### src/rtl/pipe_pkg.sv
// Shared definitions for the 3-stage pipeline sequencing controller:
// FSM state encoding, trap causes and instruction register-field positions.
package pipe_pkg;

  typedef enum logic [1:0] {
    RUN      = 2'd0,
    MEM_WAIT = 2'd1,
    TRAP     = 2'd2
  } state_e;

  localparam logic [1:0] CAUSE_NONE   = 2'd0;
  localparam logic [1:0] CAUSE_BUSERR = 2'd1;
  localparam logic [1:0] CAUSE_IRQ    = 2'd2;

  // Register-index fields: rd in MW, rs1/rs2 in EM
  localparam int unsigned REG_IDX_W = 5;
  localparam int unsigned RD_LSB    = 7;
  localparam int unsigned RS1_LSB   = 15;
  localparam int unsigned RS2_LSB   = 20;

endpackage

### src/rtl/fwd_compare.sv
// MW -> EM operand forwarding match for one source operand.
// x0 is never forwarded; the MW result must be valid and actually written back.
module fwd_compare
  import pipe_pkg::*;
(
  input  logic [REG_IDX_W-1:0] rd,
  input  logic [REG_IDX_W-1:0] rs,
  input  logic                 reg_wr,
  input  logic                 valid,
  output logic                 fwd
);

  assign fwd = reg_wr & valid & (rd != {REG_IDX_W{1'b0}}) & (rd == rs);

endmodule

### src/rtl/pipe_ctrl.sv
// Stall/flush/bubble sequencing, data-memory wait/timeout and trap entry for the
// FD/EM/MW pipeline. Define PIPE_CTRL_IRQ_EN to enable the interrupt trap path.
module pipe_ctrl
  import pipe_pkg::*;
#(
  parameter int Width      = 32,
  parameter int MemTimeout = 16
) (
  input  logic             clk,
  input  logic             rst,
  input  logic [Width-1:0] ir_EM,
  input  logic [Width-1:0] ir_MW,
  input  logic             reg_wrMW,
  input  logic             mem_req,
  input  logic             mem_ack,
  input  logic             br_taken,
  input  logic             irq,
  output logic             stall,
  output logic             stall_MW,
  output logic             flush,
  output logic             flush_EM,
  output logic             fora,
  output logic             forb,
  output logic             trap,
  output logic [1:0]       trap_cause
);

  localparam int CntW = $clog2(MemTimeout + 1);
  localparam logic [CntW-1:0] CntMax  = CntW'(MemTimeout);
  localparam logic [CntW-1:0] CntOne  = CntW'(1);
  localparam logic [CntW-1:0] CntZero = {CntW{1'b0}};

  state_e          state_r, state_nxt_s;
  logic [CntW-1:0] wait_cnt_r, wait_cnt_nxt_s;
  logic [1:0]      cause_r, cause_nxt_s;
  logic            valid_mw_r;
  logic            valid_fwd_s;
  logic            unused_s;

  // Only the register-index fields of the instruction words are consumed here
  assign unused_s = ^{irq, ir_EM, ir_MW};

  // Next-state and same-cycle stall/flush/trap outputs
  always_comb begin
    state_nxt_s    = state_r;
    wait_cnt_nxt_s = wait_cnt_r;
    cause_nxt_s    = cause_r;
    stall          = 1'b0;
    stall_MW       = 1'b0;
    flush          = 1'b0;
    flush_EM       = 1'b0;
    trap           = 1'b0;
    trap_cause     = CAUSE_NONE;
    if (rst) begin
      flush    = 1'b1;
      flush_EM = 1'b1;
      stall_MW = 1'b1;
    end else begin
      case (state_r)
        RUN: begin
          if (mem_req && !mem_ack) begin
            stall          = 1'b1;
            stall_MW       = 1'b1;
            state_nxt_s    = MEM_WAIT;
            wait_cnt_nxt_s = CntOne;
          end else begin
            flush = br_taken;
`ifdef PIPE_CTRL_IRQ_EN
            if (irq && !mem_req) begin
              state_nxt_s = TRAP;
              cause_nxt_s = CAUSE_IRQ;
            end else begin
              state_nxt_s = RUN;
            end
`endif
          end
        end
        MEM_WAIT: begin
          // An ack in the timeout cycle wins over the bus-error trap
          if (mem_ack) begin
            flush          = br_taken;
            state_nxt_s    = RUN;
            wait_cnt_nxt_s = CntZero;
          end else begin
            stall    = 1'b1;
            stall_MW = 1'b1;
            if (wait_cnt_r == CntMax) begin
              state_nxt_s = TRAP;
              cause_nxt_s = CAUSE_BUSERR;
            end else begin
              wait_cnt_nxt_s = wait_cnt_r + CntOne;
            end
          end
        end
        TRAP: begin
          trap           = 1'b1;
          trap_cause     = cause_r;
          flush          = 1'b1;
          flush_EM       = 1'b1;
          stall_MW       = 1'b1;
          state_nxt_s    = RUN;
          wait_cnt_nxt_s = CntZero;
        end
        default: begin
          flush          = 1'b1;
          flush_EM       = 1'b1;
          stall_MW       = 1'b1;
          state_nxt_s    = RUN;
          wait_cnt_nxt_s = CntZero;
        end
      endcase
    end
  end

  // State, wait counter, trap cause and MW-valid registers
  always_ff @(posedge clk) begin
    if (rst) begin
      state_r    <= RUN;
      wait_cnt_r <= CntZero;
      cause_r    <= CAUSE_NONE;
      valid_mw_r <= 1'b0;
    end else begin
      state_r    <= state_nxt_s;
      wait_cnt_r <= wait_cnt_nxt_s;
      cause_r    <= cause_nxt_s;
      valid_mw_r <= ~(stall_MW | flush_EM);
    end
  end

  assign valid_fwd_s = valid_mw_r & ~rst;

  fwd_compare u_fwd_a (
    .rd     (ir_MW[RD_LSB +: REG_IDX_W]),
    .rs     (ir_EM[RS1_LSB +: REG_IDX_W]),
    .reg_wr (reg_wrMW),
    .valid  (valid_fwd_s),
    .fwd    (fora)
  );

  fwd_compare u_fwd_b (
    .rd     (ir_MW[RD_LSB +: REG_IDX_W]),
    .rs     (ir_EM[RS2_LSB +: REG_IDX_W]),
    .reg_wr (reg_wrMW),
    .valid  (valid_fwd_s),
    .fwd    (forb)
  );

endmodule

### config.mk
export PLATFORM = sky130hd
export DESIGN_NAME = pipe_ctrl
export DESIGN_NICKNAME = d
export VERILOG_FILES = /design/src/rtl/pipe_pkg.sv /design/src/rtl/fwd_compare.sv /design/src/rtl/pipe_ctrl.sv
export SDC_FILE = /design/constraint.sdc
export NUM_CORES = 1
export LEC_CHECK = 0
export CORE_MARGIN = 4
export CORE_UTILIZATION = 24
export CTS_CLUSTER_DIAMETER = 80
export DETAILED_ROUTE_END_ITERATION = 8
export PLACE_DENSITY = 0.79
export SLEW_MARGIN = 20
export SYNTH_ARGS = -nofsm -noshare
export SYNTH_HDL_FRONTEND = slang
export SYNTH_SLANG_ARGS = --single-unit
### constraint.sdc
create_clock -name clk -period 2.2 [get_ports clk]
set_input_delay 0.22 -clock clk [delete_from_list [all_inputs] [get_ports clk]]
set_output_delay 0.22 -clock clk [all_outputs]
set_load 0.02 [all_outputs]
==> metrics.txt <==
status=completed; Hold Vio Cnt, Final=0; hold_ws=0.450 ns; Hold Crit Class=reg -> reg; GRT met1 Usage=12.4%; Final Instance Area=931 um^2; Worst R2R Path Depth=6; input/output buffers=28; r2r endpoint=wait_cnt_r[3]; routed vias=618; drt drc=0; maximum clock path buffer count=2; DR pass1 iterations=3; first-pass GRT wire length=2.77 mm; post-route ant nets=0; Tcrit/Tclk final=92.5%; number of global-route vias before repair=654; YS warnings=0; RD Place Congestion=0.704; CTS tree=built; Core Area=2280 um^2; WS Path Type=in -> out; Cell Area, Placed=907 um^2; met2 Use GR=18.2%; Starting Density=26.0%; initial antenna violation count=0; Total Die Area=3320 um^2; fmax=491 MHz; H-Tree Level Count=1; # Post-CTS Setup Buffers=0; clock root cell=clkbuf_4; post-CTS sizing=2; combinational share of power=26.1%; site row count=17; clk sinks=9; sequential share of power=42.6%; Total Routed Length=1.59 mm; Worst Tran Pin Value=0.520 ns; DPL Wire Length=1.40 mm; gate count of the mapped netlist=74; leak pwr=0.345 nW; CP Capture Type=primary output; post-synthesis sequential area ratio=30.4%; mapped cell area=592 um^2; Pint=0.299 mW; die width=57.7 um; fin crit period=2.03 ns; Post-CTS Hold Buffers=0; clock latency on the worst-skew pair=0.26 ns; total power=0.402 mW; power per cell area=432 nW/um^2; GRT Max-Usage Layer=met2; largest net degree at the start of global routing=10; nets@finish=180; Peak VDD IR=0.271 mV; IO Pins=80; Synth Flop Type=dfxtp_1; number of DRC markers in iteration 0=15; WP data required=1.98 ns; Critical Path Source Type=input pin; ANT cells=0; Max-slew headroom=64.8%; syn_nets=147; ys async rst share=0%; met3 GRT Util=3.34%; Slew Viols, Final=0; Reg clk slew, reported paths=0.06 ns; drt via density=4.61; layout cells sized above 1=6.60%; Layout area overhead=57.3%; Setup crit start=ir_MW[7]; Sw Ratio=25.7%; Worst Skew=0.00299 ns; max capacitance violation total=0; Inserted Clock Buffers=3; clock power share=31.3%; r2r setup slk=0.51 ns; fill cell count=218; gr usage total=10.4%; Critical path destination=fora; r2r startpoint=wait_cnt_r[0]; Synth Area per Inst=8.00 um^2; CP arrival=1.81 ns; number of synthesized flops with an enable pin=0; Psw=0.103 mW; Die Height=57.7 um; final setup vio count=0; Synth cell types=27; Yosys reg bits=9; crit-path max FO=3; post-DR wirelength/cell=11.9 um; RSZ-0062 raised after global routing=false; grt total ovfl=0
## cell families after synthesis
| kind of cell | Yosys count | share of synthesized area, % |
|---|---|---|
| other cells | 1 | 0.634 |
| buf+inv | 7 | 5.07 |
| compound gates | 15 | 16.7 |
| flops | 9 | 30.4 |
| simple gates | 30 | 28.1 |
| fa+ha+maj | 2 | 4.23 |
| xor+xnor | 10 | 14.8 |
## state kept, by name, summed over array words and instances, names as in the netlist
signal,flops
wait_cnt_r,5
cause_r,1
valid_mw_r,1
state_r,2
## cells in the final DEF (no fill, tap or decap), types with 3 or more instances in the layout
cell type	count
nor2_1	6
or3_1	3
nand2_1	7
a21oi_1	5
nand3_1	4
xnor2_1	6
xor2_1	4
o21ai_0	4
clkbuf_4	3
inv_1	5
dfxtp_1	9
clkdlybuf4s50_1	26
## through the flow
step,instances,setup slack [ns],TNS (ns),utilization (%)
2_1_floorplan,74,0.644,0,-
6_report,134,0.165,0,40.9
3_3_place_gp,130,-0.0413,-0.0821,39.9
4_1_cts,134,0.155,0,40.9
3_5_place_dp,130,-0.0630,-0.125,39.9
5_1_grt,134,0.0258,0,40.9
## synthesized netlist by cell type, types with 2 or more instances
master,count,area (um^2)
nand2_1,7,26.3
xnor2_1,6,52.6
or3_1,3,18.8
nor3b_1,2,15.0
nor4_1,2,12.5
xor2_1,4,35.0
o21ai_0,4,20.0
inv_1,5,18.8
nor2_1,6,22.5
nand3_1,4,20.0
a21oi_1,5,25.0
and2_1,2,12.5
dfxtp_1,9,180
ha_1,2,25.0
## layout make-up
type,count,area (um^2),share of cell area [%]
Sequential cell,9,180,19.4
Multi-Input combinational cell,58,382,41.0
Inverter,6,22.5,2.42
Timing Repair Buffer,29,285,30.6
Tap cell,28,35.0,3.76
Clock buffer,4,26.3,2.82
## how the worst min path moves through the flow
stage                from          to  cells after the start
2_1_floorplan         rst  cause_r[0]                      1
3_3_place_gp   cause_r[0]  cause_r[0]                      2
3_5_place_dp   cause_r[0]  cause_r[0]                      2
4_1_cts        cause_r[0]  cause_r[0]                      2
5_1_grt        cause_r[0]  cause_r[0]                      2
6_report       cause_r[0]  cause_r[0]                      2
## power groups by stage
stage / clock network [mW] / registers (mW) / logic [mW]
final: 0.126 / 0.171 / 0.105
after global routing: 0.143 / 0.172 / 0.116
after CTS: 0.132 / 0.171 / 0.106
after detailed placement: 0 / 0.175 / 0.106
after global placement: 0 / 0.175 / 0.103
after floorplan: 0 / 0.174 / 0.0468
## routing by layer
| layer | up-vias | routed length, um |
|---|---|---|
| met5 | - | 0 |
| met1 | 293 | 632 |
| met3 | 0 | 50 |
| met4 | 0 | 0 |
| li1 | 317 | - |
| met2 | 8 | 910 |
## worst max-delay path: stages
cell and delay [ns]:
clkdlybuf4s50_1 0.47, or4_1 0.53, o21ai_1 0.18, nor4_1 0.09, dlygate4sd2_1 0.33
Power figures use the tool's default switching activity.
